## config.mk

```make
export PLATFORM = sky130hd
export DESIGN_NAME = i2c_reg_writer
export DESIGN_NICKNAME = d
export VERILOG_FILES = /design/src/rtl/i2c_pkg.sv /design/src/rtl/i2c_in_filter.sv /design/src/rtl/i2c_reg_writer.sv
export SDC_FILE = /design/constraint.sdc
export NUM_CORES = 1
export LEC_CHECK = 0
export BUFFER_PORTS_ARGS = -buffer_cell sky130_fd_sc_hd__buf_4
export CORE_MARGIN = 8
export CORE_UTILIZATION = 50
export CTS_BUF_LIST = sky130_fd_sc_hd__clkbuf_4 sky130_fd_sc_hd__clkbuf_8 sky130_fd_sc_hd__clkbuf_16
export DETAILED_ROUTE_END_ITERATION = 8
export MAX_ROUTING_LAYER = met4
export PLACE_DENSITY = 0.68
export SKIP_LAST_GASP = 1
export SYNTH_ARGS = -nofsm -noshare
export SYNTH_HDL_FRONTEND = slang
export SYNTH_SLANG_ARGS = --single-unit
```

## constraint.sdc

```tcl
create_clock -name clk -period 1.7 [get_ports clk]
set_input_delay 0.17 -clock clk [delete_from_list [all_inputs] [get_ports clk]]
set_output_delay 0.17 -clock clk [all_outputs]
set_load 0.03 [all_outputs]
```

## src/rtl/i2c_pkg.sv

```systemverilog
// Shared types and constants for the I2C register-write target.
package i2c_pkg;
  localparam int BYTE_BITS   = 8;
  localparam int SYNC_STAGES = 2;

  typedef enum logic [2:0] {
    IDLE, ADDR, ADDR_ACK, SUB, SUB_ACK, DATA, DATA_ACK, IGNORE
  } state_e;
endpackage

```

## src/rtl/i2c_in_filter.sv

```systemverilog
// Pad synchronizer plus run-length glitch filter; emits registered edge flags
// in the same cycle the filtered level changes.
module i2c_in_filter
  import i2c_pkg::*;
#(
  parameter int FILT_LEN = 3
) (
  input  logic clk,
  input  logic rst,
  input  logic din,
  output logic dout,
  output logic rise,
  output logic fall
);
  logic [SYNC_STAGES-1:0] sync_q;
  logic [2:0]             cnt_q;
  logic                   s_in;

  assign s_in = sync_q[SYNC_STAGES-1];

  always_ff @(posedge clk) begin
    if (rst) begin
      sync_q <= '1;
      dout   <= 1'b1;
      cnt_q  <= '0;
      rise   <= 1'b0;
      fall   <= 1'b0;
    end else begin
      sync_q <= {sync_q[SYNC_STAGES-2:0], din};
      rise   <= 1'b0;
      fall   <= 1'b0;
      // The level flips only after FILT_LEN consecutive disagreeing samples.
      if (s_in == dout) begin
        cnt_q <= '0;
      end else if (cnt_q == 3'(FILT_LEN - 1)) begin
        dout  <= s_in;
        rise  <= s_in;
        fall  <= ~s_in;
        cnt_q <= '0;
      end else begin
        cnt_q <= cnt_q + 3'd1;
      end
    end
  end
endmodule

```

## src/rtl/i2c_reg_writer.sv

```systemverilog
// Write-only I2C target: address match, ACK via open-drain enable, and
// sub-address/data bytes turned into register-write strobes.
module i2c_reg_writer
  import i2c_pkg::*;
#(
  parameter logic [6:0] DEV_ADDR = 7'h2A,
  parameter int         FILT_LEN = 3
) (
  input  logic       clk,
  input  logic       rst,
  input  logic       scl_in,
  input  logic       sda_in,
  output logic       sda_oe,
  output logic       wr_en,
  output logic [7:0] wr_addr,
  output logic [7:0] wr_data,
  output logic       busy
);
  logic scl_f, scl_rise, scl_fall;
  logic sda_f, sda_rise, sda_fall;

  i2c_in_filter #(.FILT_LEN(FILT_LEN)) u_scl (
    .clk(clk), .rst(rst), .din(scl_in), .dout(scl_f), .rise(scl_rise), .fall(scl_fall)
  );
  i2c_in_filter #(.FILT_LEN(FILT_LEN)) u_sda (
    .clk(clk), .rst(rst), .din(sda_in), .dout(sda_f), .rise(sda_rise), .fall(sda_fall)
  );

  state_e     state_q, state_d;
  logic [2:0] bit_cnt_q, bit_cnt_d;
  logic [7:0] shift_q, shift_d;
  logic [7:0] ptr_q, ptr_d;
  logic       sda_oe_d, wr_en_d, busy_d;
  logic [7:0] wr_addr_d, wr_data_d;
  logic       start_det, stop_det;
  logic [7:0] byte_in;

  assign start_det = sda_fall & scl_f;
  assign stop_det  = sda_rise & scl_f;
  assign byte_in   = {shift_q[6:0], sda_f};

  always_comb begin
    state_d   = state_q;
    bit_cnt_d = bit_cnt_q;
    shift_d   = shift_q;
    ptr_d     = ptr_q;
    sda_oe_d  = sda_oe;
    wr_en_d   = 1'b0;
    wr_addr_d = wr_addr;
    wr_data_d = wr_data;
    busy_d    = busy;
    if (start_det) begin
      state_d   = ADDR;
      bit_cnt_d = '0;
      shift_d   = '0;
      busy_d    = 1'b0;
    end else if (stop_det) begin
      state_d  = IDLE;
      sda_oe_d = 1'b0;
      busy_d   = 1'b0;
    end else begin
      unique case (state_q)
        ADDR, SUB, DATA: begin
          if (scl_rise) begin
            shift_d   = byte_in;
            bit_cnt_d = bit_cnt_q + 3'd1;
            if (bit_cnt_q == 3'(BYTE_BITS - 1)) begin
              bit_cnt_d = '0;
              if (state_q == ADDR) begin
                if (byte_in[7:1] == DEV_ADDR && !byte_in[0]) begin
                  state_d = ADDR_ACK;
                  busy_d  = 1'b1;
                end else begin
                  state_d = IGNORE;
                end
              end else if (state_q == SUB) begin
                ptr_d   = byte_in;
                state_d = SUB_ACK;
              end else begin
                wr_en_d   = 1'b1;
                wr_addr_d = ptr_q;
                wr_data_d = byte_in;
                ptr_d     = ptr_q + 8'd1;
                state_d   = DATA_ACK;
              end
            end
          end
        end
        // First SCL fall (end of bit 8) grabs SDA, the second releases it.
        ADDR_ACK, SUB_ACK, DATA_ACK: begin
          if (scl_fall) begin
            if (!sda_oe) begin
              sda_oe_d = 1'b1;
            end else begin
              sda_oe_d = 1'b0;
              state_d  = (state_q == ADDR_ACK) ? SUB : DATA;
            end
          end
        end
        IGNORE:  sda_oe_d = 1'b0;
        default: ;
      endcase
    end
  end

  always_ff @(posedge clk) begin
    if (rst) begin
      state_q   <= IDLE;
      bit_cnt_q <= '0;
      shift_q   <= '0;
      ptr_q     <= '0;
      sda_oe    <= 1'b0;
      wr_en     <= 1'b0;
      wr_addr   <= '0;
      wr_data   <= '0;
      busy      <= 1'b0;
    end else begin
      state_q   <= state_d;
      bit_cnt_q <= bit_cnt_d;
      shift_q   <= shift_d;
      ptr_q     <= ptr_d;
      sda_oe    <= sda_oe_d;
      wr_en     <= wr_en_d;
      wr_addr   <= wr_addr_d;
      wr_data   <= wr_data_d;
      busy      <= busy_d;
    end
  end
endmodule

```

### After elaboration in Yosys (flattened, before gate mapping)

Index checks and enable logic that the tools add are counted.

| operators by class | value |
|---|---|
| $add $sub $neg | 4 |
| bitwise gates (word level) | 15 |
| reduce and logical (&&, ||, !) cells | 23 |
| equal/unequal tests | 22 |
| multiplexer cells | 18 |

Operators with widths:

| cell | count |
|---|---|
| 2-to-1 mux 3 bit | 8 |
| OR reduction 3 bit | 7 |
| == test 3 bit, second input constant | 5 |
| AND reduction 5 bit | 3 |
| NOT 1 bit | 13 |
| == test 3 x 2 -> 1 bit, second input constant | 4 |
| adder 3 x 1 -> 3 bit, second input constant | 3 |
| adder 8 x 1 -> 8 bit, second input constant | 1 |
| 2-to-1 mux 8 bit | 1 |
| != test 4 x 3 -> 1 bit, second input constant | 2 |
| != test 4 bit, second input constant | 2 |
| == test 7 x 6 -> 1 bit, second input constant | 1 |
| AND reduction 7 bit | 1 |
| OR reduction 7 bit | 1 |
| 2-to-1 mux 1 bit | 6 |
| case mux 3 bit (2 select lines) | 1 |
| AND reduction 3 bit | 2 |
| AND reduction 6 bit | 1 |
| != test 2 x 1 -> 1 bit, second input constant | 2 |
| != test 2 bit, second input constant | 2 |
| AND reduction 2 bit | 2 |
| nonzero test 4 bit | 1 |
| == test 3 x 1 -> 1 bit, second input constant | 1 |
| != test 3 x 2 -> 1 bit, second input constant | 1 |
| other kinds (9) | 11 |

| storage, ports and cells | value |
|---|---|
| output and inout bits | 19 |
| bits in registers | 56 |
| input port bits | 4 |
| word-level logic and storage cells | 102 |

### Logic depth before layout (Yosys ltp)

Gate-level depths: netlist of the first run.

| depth | value |
|---|---|
| depth in word-level cells | 9 |
| gate-level depth with buffers | 8 |
| depth with buffers taken out | 6 |

### Modules after synthesis

From an unflattened synthesis of the first run, not the netlist that was laid out.

| unflattened totals | value |
|---|---|
| cell total of the unflattened synthesis | 276 |
| area, all modules | 2,546.2 sq um |

Modules (own cells, without submodules):

| module | cells each | area an instance (sq um) | sequential area each (sq um) | times used |
|---|---|---|---|---|
| i2c_reg_writer | 224 | 1,933.1 | 800.8 | 1 |
| i2c_in_filter | 26 | 306.5 | 160.2 | 2 |

### Least setup slack after synthesis of the first run

OpenSTA, ideal clock, no wires.

| timing path | value |
|---|---|
| path kind | register to register |
| start | reg bit_cnt_q[0] |
| end | reg ptr_q[0] |
| cell stages (with the launch flop) | 7 |
| required time | 1.567 ns |
| slack | 0.055 ns |
| arrival time | 1.512 ns |
| path buffers | 0 |
| cells stage by stage | dfxtp_1 > ha_1 > ha_1 > nand2_1 > or4_4 > a21oi_2 > a31oi_1 |

| between the ends | value |
|---|---|
| longest elaborated chain between the ends | 2 |

RTL lines:

| element | line | RTL |
|---|---|---|
| from (decl) | i2c_reg_writer.sv:30 | `logic [2:0] bit_cnt_q, bit_cnt_d;` |
| from (signal assigned) | i2c_reg_writer.sv:119 | `bit_cnt_q <= bit_cnt_d;` |
| == test 3 bit | i2c_reg_writer.sv:67 | `if (bit_cnt_q == 3'(BYTE_BITS - 1)) begin` |
| AND reduction 6 bit (no line) | - |  |
| to (signal assigned) | i2c_reg_writer.sv:121 | `ptr_q <= ptr_d;` |
| to (decl) | i2c_reg_writer.sv:32 | `logic [7:0] ptr_q, ptr_d;` |

Every way passes these cells.
A chain may end at the register's enable or synchronous reset.

### Final worst setup path of the first run

| timing path | value |
|---|---|
| start | reg bit_cnt_q[1] |
| end | reg ptr_q[0] |

Same word-level chain as after synthesis.

==> results of run 1 <==
==> worst min-delay path by stage <==
stage | start | endpoint | slack (ps) | cells past startpoint
floorplan | scl_in | u_scl.sync_q[0]$_SDFF_PP1_ | 270 | 1
global placement | sda_in | u_sda.sync_q[0]$_SDFF_PP1_ | 350 | 2
detailed placement | scl_in | u_scl.sync_q[0]$_SDFF_PP1_ | 360 | 2
CTS | scl_in | u_scl.sync_q[0]$_SDFF_PP1_ | 40 | 2
global route | sda_in | u_sda.sync_q[0]$_SDFF_PP1_ | 30 | 2
finish | sda_in | u_sda.sync_q[0]$_SDFF_PP1_ | 50 | 2
==> metrics by stage <==
stage / util / hold slack, ps / total power [mW] / instances
floorplan: - / 274 / 1.38 / 254
global placement: 0.579 / 354 / 1.39 / 332
detailed placement: 0.579 / 358 / 1.39 / 332
CTS: 0.607 / 39.4 / 2.15 / 340
global route: 0.608 / 34.5 / 2.20 / 340
finish: 0.608 / 51.0 / 2.12 / 340
==> power breakdown <==
part	switching [mW]	leakage (nW)	internal (mW)
combinational	0.0253	0.644	0.0117
sequential	0.00259	0.453	1.32
clock	0.399	0.0523	0.365
==> synthesized netlist by cell type, types with 2 or more instances <==
| library cell | n |
|---|---|
| o21ai_0 | 3 |
| mux2i_1 | 28 |
| or2_2 | 5 |
| nand3_1 | 4 |
| a22o_1 | 2 |
| and2_1 | 7 |
| nand3b_1 | 2 |
| nand2_1 | 14 |
| clkbuf_1 | 5 |
| a21oi_1 | 11 |
| dfxtp_1 | 56 |
| o21a_1 | 2 |
| a211oi_1 | 2 |
| nand4_1 | 3 |
| nor3b_1 | 2 |
| a32o_1 | 3 |
| nor2b_1 | 3 |
| buf_2 | 4 |
| nand2b_1 | 7 |
| nor3_1 | 5 |
| buf_4 | 2 |
| o21ai_1 | 7 |
| a311oi_1 | 3 |
| ha_1 | 7 |
| inv_1 | 4 |
| nor2_1 | 38 |
==> sequential cells by signal, indices dropped and copies added (netlist names) <==
name and cells:
wr_addr 8, u_sda.fall 1, state_q 3, wr_data 8, u_scl.sync_q 2, bit_cnt_q 3
u_scl.cnt_q 3, u_scl.fall 1, u_sda.sync_q 2, sda_oe 1, u_scl.rise 1, u_sda.rise 1
wr_en 1, busy 1, ptr_q 8, shift_q 7, u_sda.cnt_q 3, u_sda.dout 1
u_scl.dout 1
==> area by class of cell <==
type	instances	area, um2	area share
sequential	56	1120	0.394
tap	54	67.6	0.0237
timing repair buffer	36	283	0.0992
multi-input combinational	182	1260	0.444
inverter	4	15.0	0.00527
clock buffer	8	97.6	0.0342
==> critical path, cell delays in order (launching register included) <==
cell	delay (ps)
dfxtp_2	360
ha_4	140
ha_4	140
nand2_4	60
or4_4	590
a21oi_2	160
a31oi_1	80
==> routing by layer <==
layer / vias up / GRT usage / wire [um]
li1: 954 / - / -
met1: 895 / 0.178 / 2450
met2: 42 / 0.218 / 2230
met3: 2 / 0.0277 / 179
met4: 0 / 0.0541 / 34
met5: - / - / 0
==> logic make-up (layout without fill, tap and decap cells) <==
group	Yosys count	count (layout)	share of synthesized area
compound gates	44	44	0.126
flops	56	56	0.461
fa+ha+maj	7	7	0.0360
simple gates	103	103	0.228
buf+inv	16	48	0.0330
mux	28	28	0.115
==> repair_timing <==
| action | CTS | global route |
|---|---|---|
| setup endpoints to repair | 8 | 4 |
| pin swaps | 2 | 4 |
| resized for setup | 8 | 1 |
| buffers inserted | 0 | 0 |
==> metrics.txt, run 1 <==
status complete, no violations; Row Count 25; RePlAce Congestion 0.849; via count ~1900; setup violators final 0; min cycle time layout 1650 ps; post-DP HPWL 3.39 mm; WP data arrival approximately 1800 ps; Die ar. approximately 0.0073 mm2; max_cap viols 0; layout cells sized above 1 0.217; count of final max-slew check failures 0; mean post-synth cell area roughly 9.6 um2; Pwr per Cell Area around 740 mW/mm2; RSZ-0062 raised after global routing yes; Synth area leaders dfxtp_1 (46%), mux2i_1 (12%), nor2_1 (5.9%); worst-margin pin slew 385 ps; post-synth top area cell dfxtp_1; DRC viols 0; width of the die approximately 86 um; Synth async-reset ratio 0; Req. time, crit path between 1500 and 2000 ps; Fillers between 400 and 500; core area 0.00469 mm2; kind of end point of the critical path register; Worst setup SP type register; reg2reg start bit_cnt_q[1]$_SDFFE_PP0P_; Post-Route WL roughly 4.9 mm; Setup WS post-layout 52.1 ps; fin crit share 0.969; CTS tree built; total gr overflow 0; fmax 0.607 GHz; top_reg_cell synth dfxtp_1; final hold vios 0; Crit Path Max Fanout 5; DRT iter0 DRCs 133; Tot GR Track Use 0.141; register-to-register setup slack 50 ps; CP Launch Point bit_cnt_q[1]$_SDFFE_PP0P_; R2R cell count 6; Ys Warns 0; Hold-fix buffers, CTS 0; area delta synth->final 17.4%; type of the worst setup path reg -> reg; synth unique cells 51; initial antenna violation count 0; DRT antenna net count 0; Clock transition at path regs 90 ps; register area share after synthesis 0.461; worst skew pair latency roughly 300 ps; worst setup path endpoint ptr_q[0]$_SDFFE_PP0P_; Yosys reg bits 56; ant diodes 0; H-Tree Depth 2; first-pass GRT wire length roughly 8.3 mm; fin area 0.00285 mm2; largest net degree at the start of global routing 37; Leak 1.15 nW; Post-synth EDFFs 0; Starting Density 0.518; root buf cell clkbuf_8; Die Ht 85.7 um; drt pass-1 iters 4; dpl ws -71.6 ps; CTS Buf Count 5; Sink Count 56; Syn Nets 265; Reg-to-Reg End ptr_q[0]$_SDFFE_PP0P_; CTS max path bufs 2; Via density 5.57; commonest non-fill, non-tap cell in the layout dfxtp_1; final worst clock skew 3.14 ps; Mapped Cells about 250; DR WL/cell between 10 and 15 um; setup TNS 0 ps; Port Buffer Count 22; NumNets Final 296; vias in the first global route 1800; post-synth top area share 0.461; most frequent cells in the layout dfxtp_1 (54), nor2_1 (38), buf_4 (35); # IOs 23; cell area after synthesis around 0.0024 mm2; Area after DPL 0.00272 mm2; peak supply drop 0.512 mV; Worst Hold Class in -> reg; Slew HR 0.744
No activity file was read; power rests on OpenSTA's default activity.
==> inputs of run 2 (changes only) <==
clock period = 1.5 ns   (was 1.7 ns; I/O delays follow)
==> run 2 against run 1 <==
  * The run now ends with setup timing left
  * Hold slack worse by 26 ps
  * Total power is 21% higher
  * Non-clock buffer count is 17 higher
  * Sequential power is 13% higher
  * Critical endpoint is now wr_addr[0]$_SDFFE_PP0P_
  * Largest power group unchanged
==> metrics.txt, run 2 (synthesis results as in run 1) <==
setup violators final 25 (+25); Most Crowded Layer GR met2; Post-Route WL 5.13 mm (+4.9%); failing checks setup timing; NumNets Final 313 (+5.7%); DRC viols 0 (unchanged); CP Cell Sequence ha_4, ha_4, and2_4, o2111a_2, clkbuf_16, mux2i_1, nor2_1; most frequent cells in the layout dfxtp_1 (52), buf_4 (49), nor2_1 (38); largest net degree at the start of global routing 22 (-41%); status complete, but fails checks; Fillers 378 (-6.4%); worst-margin pin slew 329 ps (-55.7 ps); Port Buffer Count 22 (unchanged); multi-input combinational cell area 0.00131 mm2 (+3.5%); area delta synth->final 26.5%; CTS Buf Count 5 (unchanged); peak supply drop 0.561 mV (+9.7%); vias in the first global route 1846 (+2.6%); worst skew pair latency 300 ps (about the same); root buf cell clkbuf_8; layout cells sized above 1 0.294 (+0.0769); Slew HR 0.780 (+0.0362); Area after DPL 0.00285 mm2 (+4.9%); Worst Hold Class in -> reg; Final Power 2.57 mW (+21%); met2 GRT Util 0.237 (+0.0190); Pwr per Cell Area 835 mW/mm2 (+12%); via count 1944 (+2.7%); final hold vios 0 (unchanged); max_cap viols 0 (unchanged); initial antenna violation count 0 (unchanged); Reg area 0.00113 mm2 (+0.22%); CTS max path bufs 2 (unchanged); fin crit share 1.09 (+0.119); Hold-fix buffers, CTS 0 (unchanged); fmax 0.612 GHz (+0.92%); DRT iter0 DRCs 101 (-24%); kind of end point of the critical path register; H-Tree Depth 2 (unchanged); RePlAce Congestion 0.850 (+0.14%); setup TNS -2530 ps (-2530 ps); drt pass-1 iters 4 (unchanged); Req. time, crit path 1700 ps (-180 ps); post-DP HPWL 3.59 mm (+5.9%); # IOs 23 (unchanged); width of the die 85.7 um (unchanged); min cycle time layout 1630 ps (-15.0 ps); Row Count 25 (unchanged); ant diodes 0 (unchanged); RSZ-0062 raised after global routing yes; Die ar. 0.00735 mm2 (unchanged); Starting Density 0.518 (unchanged); Setup WS post-layout -133 ps (-185 ps); type of the worst setup path reg -> reg; core area 0.00469 mm2 (unchanged); total gr overflow 0 (unchanged); count of final max-slew check failures 0 (unchanged); Die Ht 85.7 um (unchanged); slowest cell on the critical path dfxtp_2; WP data arrival 1830 ps (about the same); fin area 0.00307 mm2 (+7.8%); DRT antenna net count 0 (unchanged); Crit Path Max Fanout 5 (unchanged); Regs by FF count ptr_q (8), wr_addr (8), wr_data (8); most used cell, CP ha_4; slowest cell delay on critical path 370 ps (-220 ps); Clock transition at path regs 100 ps (about the same); Sink Count 56 (unchanged); Worst setup SP type register; met1 Use GR 0.172 (-0.00567); final worst clock skew 4.33 ps (+1.19 ps); Leak 1.27 nW (+11%); Tot GR Track Use 0.145 (+0.00394); commonest non-fill, non-tap cell in the layout dfxtp_1; first-pass GRT wire length 8.41 mm (+1.9%); GR Util met3 0.0334 (+0.00573); CTS tree built; Via density 5.45 (-2.2%); DR WL/cell 14.4 um (about the same)
==> run 2: cell count changes in the layout (fill, tap and decap cells not counted), moves of 2 or more <==
| cell | change |
|---|---|
| dfxtp_1 | -2 |
| buf_6 | +2 |
| clkbuf_4 | -2 |
| dfxtp_2 | +2 |
| a21oi_2 | +2 |
| buf_4 | +14 |
| a21oi_1 | -2 |
==> run 2: per-layer routing <==
metal	vias to the layer above	wire (um)
met1	900	2440
met5	-	0
li1	994	-
met2	48	2460
met4	0	37
met3	2	197
==> run 2: critical path: cells and delay by family, from the launching register on <==
kind | cells | cell delay [ps]
flip-flops | 1 | 370
AO/OA/AOI/OAI | 1 | 300
adder cells (fa/ha/maj) | 2 | 290
AND/OR/NAND/NOR | 2 | 210
buffers and inverters | 1 | 190
multiplexers | 1 | 180
==> run 2: layout make-up <==
class / count / share of cell area
clock buffer: 6 / 0.0269
clock inverter: 2 / 0.0126
inverter: 4 / 0.00488
multi-input combinational: 182 / 0.426
sequential: 56 / 0.366
tap: 54 / 0.0220
timing repair buffer: 53 / 0.142
==> run 2: power by group <==
group	internal (mW)	switching [mW]	leakage (nW)
logic	0.0151	0.0298	0.759
clock network	0.546	0.480	0.0614
registers	1.49	0.00292	0.454
total	2.05	0.512	1.27
==> run 2: final timing paths <==
kind                                   start                    endpoint  slack, ps  depth (start not counted)
setup / recovery   bit_cnt_q[1]$_SDFFE_PP0P_     wr_addr[0]$_SDFFE_PP0P_       -130                          7
hold reg to reg   u_sda.sync_q[0]$_SDFF_PP1_  u_sda.sync_q[1]$_SDFF_PP1_        420                          1
setup reg to reg   bit_cnt_q[1]$_SDFFE_PP0P_     wr_addr[0]$_SDFFE_PP0P_       -130                          7
hold / removal                        sda_in  u_sda.sync_q[0]$_SDFF_PP1_         20                          2
==> run 2: through the flow <==
stage | setup WS, ps | hold slack, ps | instances | util
CTS | -112 | 13.0 | 353 | 0.638
floorplan | -52.0 | 254 | 254 | -
detailed placement | -103 | 338 | 344 | 0.607
finish | -133 | 24.5 | 357 | 0.655
global route | -202 | 17.8 | 357 | 0.655
global placement | -68.2 | 335 | 344 | 0.607
==> run 2: what timing repair did <==
item                                    4_1_cts  5_1_grt
setup buffers                                 1        3
cloned                                        0        2
endpoints found under the hold margin         0        0
resized for setup                             4        7
endpoints found under the setup margin       25       30
pin swaps                                     4        9
